$ cat src/rtl/divfreq_pkg.sv
// Shared constants and helpers for the divisor_frequencia_multi clock-enable generator.
// Optional square-wave outputs are enabled with the DIVFREQ_SQUARE_EN macro.
package divfreq_pkg;

    localparam int DIVFREQ_MAX_CH = 16;

    // Width of a channel index; a single channel still needs a 1-bit select.
    function automatic int ch_w(input int n_ch);
        return (n_ch <= 2) ? 1 : $clog2(n_ch);
    endfunction

endpackage

$ cat src/rtl/divfreq_canal.sv
// One divider channel: programmable divisor, counter, registered tick and optional
// square-wave flop (DIVFREQ_SQUARE_EN).
module divfreq_canal
    import divfreq_pkg::*;
#(
    parameter int          CNT_W   = 16,
    parameter int unsigned DIV_RST = 0
) (
    input  logic             clk,
    input  logic             rst,
    input  logic             en,
    input  logic             src,
    input  logic             load,
    input  logic [CNT_W-1:0] load_div,
    input  logic             load_casc,
    output logic             casc,
    output logic             tick
`ifdef DIVFREQ_SQUARE_EN
    ,
    output logic             sq
`endif
);

    logic [CNT_W-1:0] div;
    logic [CNT_W-1:0] cnt;
    logic             step;
    logic             term;

    // A divisor of zero parks the channel without touching its phase.
    assign step = en && src && (div != '0);
    assign term = step && (cnt == div - CNT_W'(1));

    // NOTE: sequential state uses non-blocking assignments so every channel and the
    // cascade mux observe pre-edge values of tick within the same clock edge.
    always_ff @(posedge clk) begin
        if (rst) begin
            div  <= CNT_W'(DIV_RST);
            casc <= 1'b0;
            cnt  <= '0;
            tick <= 1'b0;
        end else if (load) begin
            // A write beats a coincident terminal count and restarts from zero.
            div  <= load_div;
            casc <= load_casc;
            cnt  <= '0;
            tick <= 1'b0;
        end else begin
            tick <= term;
            if (term) begin
                cnt <= '0;
            end else if (step) begin
                cnt <= cnt + CNT_W'(1);
            end
        end
    end

`ifdef DIVFREQ_SQUARE_EN
    always_ff @(posedge clk) begin
        if (rst || load) begin
            sq <= 1'b0;
        end else if (term) begin
            sq <= ~sq;
        end
    end
`endif

endmodule

$ cat src/rtl/divisor_frequencia_multi.sv
// Multi-channel clock-enable generator: per-channel divisors, optional cascading on the
// previous channel's tick, and 50 % square waves when DIVFREQ_SQUARE_EN is defined.
module divisor_frequencia_multi
    import divfreq_pkg::*;
#(
    parameter int          N_CH    = 3,
    parameter int          CNT_W   = 16,
    parameter int unsigned DIV_RST = 0
) (
    input  logic                    clk,
    input  logic                    rst,
    input  logic                    en,
    input  logic                    cfg_we,
    input  logic [ch_w(N_CH)-1:0]   cfg_ch,
    input  logic [CNT_W-1:0]        cfg_div,
    input  logic                    cfg_casc,
    output logic [N_CH-1:0]         tick,
`ifdef DIVFREQ_SQUARE_EN
    output logic [N_CH-1:0]         sq,
`endif
    output logic                    cfg_ack,
    output logic                    cfg_err
);

    localparam int CH_W = ch_w(N_CH);

    logic            wr_ok;
    logic [N_CH-1:0] casc;
    logic [N_CH-1:0] prev_tick;
    logic [N_CH-1:0] src;

    assign wr_ok = cfg_we && (int'(cfg_ch) < N_CH);

    for (genvar g = 0; g < N_CH; g++) begin : g_ch
        // Channel 0 has no predecessor; its cascade bit is always loaded as 0.
        if (g == 0) begin : g_first
            assign prev_tick[g] = 1'b0;
        end else begin : g_next
            assign prev_tick[g] = tick[g-1];
        end

        assign src[g] = ~casc[g] | prev_tick[g];

        divfreq_canal #(
            .CNT_W   (CNT_W),
            .DIV_RST (DIV_RST)
        ) u_canal (
            .clk       (clk),
            .rst       (rst),
            .en        (en),
            .src       (src[g]),
            .load      (wr_ok && (cfg_ch == CH_W'(g))),
            .load_div  (cfg_div),
            .load_casc (cfg_casc && (g != 0)),
            .casc      (casc[g]),
            .tick      (tick[g])
`ifdef DIVFREQ_SQUARE_EN
            ,
            .sq        (sq[g])
`endif
        );
    end

    always_ff @(posedge clk) begin
        if (rst) begin
            cfg_ack <= 1'b0;
            cfg_err <= 1'b0;
        end else begin
            cfg_ack <= wr_ok;
            cfg_err <= cfg_we && !wr_ok;
        end
    end

endmodule

$ cat config.mk
export PLATFORM = sky130hd
export DESIGN_NAME = divisor_frequencia_multi
export DESIGN_NICKNAME = d
export VERILOG_FILES = /design/src/rtl/divfreq_pkg.sv /design/src/rtl/divfreq_canal.sv /design/src/rtl/divisor_frequencia_multi.sv
export SDC_FILE = /design/constraint.sdc
export NUM_CORES = 1
export LEC_CHECK = 0
export ABC_AREA = 0
export BUFFER_PORTS_ARGS = -buffer_cell sky130_fd_sc_hd__buf_2
export CORE_ASPECT_RATIO = 2
export CORE_MARGIN = 5
export CORE_UTILIZATION = 60
export DETAILED_ROUTE_END_ITERATION = 8
export HOLD_SLACK_MARGIN = 0.1
export PLACE_DENSITY = 0.78
export SLEW_MARGIN = 0
export SYNTH_ARGS = -nofsm -noshare
export SYNTH_HDL_FRONTEND = slang
export SYNTH_SLANG_ARGS = --single-unit
$ cat constraint.sdc
create_clock -name clk -period 3.1 [get_ports clk]
set_clock_uncertainty 0.15 [all_clocks]
set_input_delay 0.31 -clock clk [delete_from_list [all_inputs] [get_ports clk]]
set_output_delay 0.31 -clock clk [all_outputs]
set_load 0.05 [all_outputs]
==> reports/results.txt <==
Reg power frac: 0.473
Logic pwr share: 0.154
Register Area: 2060 um2
Fin. Hold Viols: 0
via/cell ratio: 6.14
effective utilization at floorplan: 0.614
Num CTS Buffers: 9
via count of the first global-routing pass: 5771
slew margin rel.: 0.219
Worst Path Max Fanout: 17
dpl ws: -9.93 ps
crit start category: flop
global-route wire length before repair: 27000 um
Leak: 2.40 nW
worst vdd ir: 346 uV
post-cts resize count: 0
worst hold path class: input port to flop
r2r startpoint: g_ch[0].u_canal.div[1]$_SDFFE_PP0P_
clock latency on the worst-skew pair: 360 ps
largest net degree at the start of global routing: 41
fmax: 344 MHz
Worst Tran Pin Value: 1160 ps
Synth Warn #: 0
Mapped Area: 6030 um2
GRT Total Usage: 0.277
unrepaired setup endpoints after global routing: false
fillcell total: 843
die area: 12300 um2
fin nets: 808
Routed wire per std cell: 17.8 um
Reg2Reg Capture Point: g_ch[0].u_canal.cnt[9]$_SDFFE_PP0P_
CTS tree: done
GPL Wtd Cong: 1.02
ANT cells: 0
die width: 80.9 um
r2r setup slk: 190 ps
Int Power: 2.12 mW
syn_area_per_cell: 7.98 um2
Starting DRT DRC Count: 344
r2r worst-path depth: 9
area grow syn2layout: 11.4%
H-Tree Depth: 3
first-pass detailed-route iteration total: 7
maximum root-to-sink buffer count: 2
most used flip-flop cell after synthesis: dfxtp_1
remaining antenna violation count: 0
buffers added on ports: 27
Sw Ratio: 0.285
detailed-route DRC error count: 0
power per standard cell area: 441 nW/um2
Seq/Total Area, Yosys: 0.342
commonest non-fill, non-tap cell in the layout: nand2_1
Total Wirelength: 16300 um
final total power: 2.96 mW
sw power: 845 uW
hold path start: cfg_div[10]
area of placed instances: 6230 um2
Yosys top cell by area: dfxtp_1
Synth cell types: 68
Ports: 28
share of layout cells above drive strength 1: 0.0995
multi-input logic area: 3680 um2
half-perimeter wire length after placement: 12300 um
crit end category: flop
Final Cycle Share: 0.939
ys async rst share: 0
CP Class: flop to flop
DIE HEIGHT: 152 um
Max Cap Viol: 0
CTS sink cnt: 103
via count: 5620
Rows: 51
Clock transition at path regs: 70 ps
syn_nets: 785
core box area: 9830 um2
Final Setup Violations: 0
Synth top area share: 0.342
termination of the worst setup path: g_ch[0].u_canal.cnt[9]$_SDFFE_PP0P_
minimum clock period: 2910 ps
CP required: 3210 ps
Slew Limit Fails: 0
status: completed
commonest non-fill, non-tap cells in the layout: nand2_1 (115), dfxtp_1 (103), a21oi_1 (65), xnor2_1 (58), nor3_1 (47)
top cells by area, synth: dfxtp_1 (34%), xnor2_1 (8.4%), nand2_1 (7.2%)
critical path startpoint: g_ch[0].u_canal.div[1]$_SDFFE_PP0P_
worst path arrival time: 3020 ps
#FFs+latches synth: 103
final setup margin: 190 ps
global route total overflow: 0
Final Cell Area: 6720 um2
Post-synth EDFFs: 0
Mapped Cells: 756
antenna violations before repair: 0
Root Buffer Master: clkbuf_16
clock share of power: 0.373
## routing by layer
metal / GRT usage / routed length, um / up-vias
met5: 0 / 0 / -
met4: 0.198 / 1140 / 0
met3: 0.0391 / 540 / 86
met2: 0.501 / 8810 / 171
met1: 0.274 / 5780 / 2636
li1: - / - / 2727
## registers in the layout (all words and copies together) (netlist names)
name / count
g_ch.u_canal.cnt: 48
g_ch.u_canal.div: 48
g_ch.u_canal.tick: 3
g_ch.u_canal.casc: 2
cfg_ack: 1
cfg_err: 1
## through the flow
| stage | TNS (ps) | instances | hold slack (ps) | util |
|---|---|---|---|---|
| global route | 0 | 916 | 105 | 0.684 |
| detailed placement | -9.93 | 881 | 303 | 0.634 |
| global placement | 0 | 881 | 296 | 0.634 |
| floorplan | 0 | 756 | 254 | - |
| CTS | 0 | 916 | 103 | 0.684 |
| finish | 0 | 916 | 109 | 0.684 |
## cell usage after synthesis (5+ instances only)
library cell	count
nand2_1	115
dfxtp_1	103
a21oi_1	65
xnor2_1	58
nor3_1	47
xor2_1	43
clkbuf_1	38
nor2_1	33
nor4_1	25
nand4_1	23
inv_1	22
nand3_1	18
nand2b_1	13
and3_1	11
a211oi_1	10
nor2b_1	9
o21ai_0	8
and4_1	7
ha_1	6
mux2i_1	5
o22ai_1	5
## cell families (layout without fill, tap and decap cells)
family	after synthesis	in the layout	share of synthesized area
AOI/OAI and AO/OA	131	131	0.143
xor gates and xnor gates	101	101	0.147
adders and majority gates	6	6	0.0124
buffers and inverters	70	98	0.0487
DFF	103	103	0.342
muxes	6	6	0.0102
and+or+nand+nor	339	339	0.297
## repair_timing
| item | CTS | global route |
|---|---|---|
| endpoints found under the setup margin | 2 | 0 |
| hold buffers | 18 | 0 |
| endpoints found under the hold margin | 34 | 0 |
| setup buffers | 1 | 0 |
## final cells by class
class,instances,share of cell area
Tap cell,132,0.0246
Multi-Input combinational cell,583,0.548
Timing Repair Buffer,60,0.0655
Clock buffer,10,0.0356
Clock inverter,6,0.00745
Sequential cell,103,0.307
Inverter,22,0.0123
## how the worst min path moves through the flow
| stage | to | slack, ps | depth (start not counted) |
|---|---|---|---|
| 6_report | g_ch[2].u_canal.div[10]$_SDFFE_PP0P_ | 110 | 3 |
| 5_1_grt | g_ch[1].u_canal.div[10]$_SDFFE_PP0P_ | 100 | 3 |
| 4_1_cts | g_ch[2].u_canal.div[10]$_SDFFE_PP0P_ | 100 | 3 |
| 3_5_place_dp | g_ch[2].u_canal.casc$_SDFFE_PP0P_ | 300 | 2 |
| 3_3_place_gp | g_ch[1].u_canal.casc$_SDFFE_PP0P_ | 300 | 2 |
| 2_1_floorplan | cfg_ack$_SDFF_PP0_ | 250 | 1 |
## power by group through the flow
stage / clock (mW) / combinational (mW) / sequential [mW]
after floorplan: 0 / 0.319 / 1.42
after global placement: 0 / 0.413 / 1.43
after detailed placement: 0 / 0.429 / 1.43
after CTS: 1.12 / 0.449 / 1.40
after global routing: 1.18 / 0.498 / 1.41
final: 1.10 / 0.456 / 1.40
## worst max-delay path, stage by stage (launching register included)
cell and delay, ps:
dfxtp_1 350, inv_1 80, ha_1 230, or4b_4 540
nor4_4 350, mux2_2 380, mux2i_1 270, nor4_4 100
buf_12 160, nor3_1 210
Note: power is estimated with default switching activity, not from simulation.
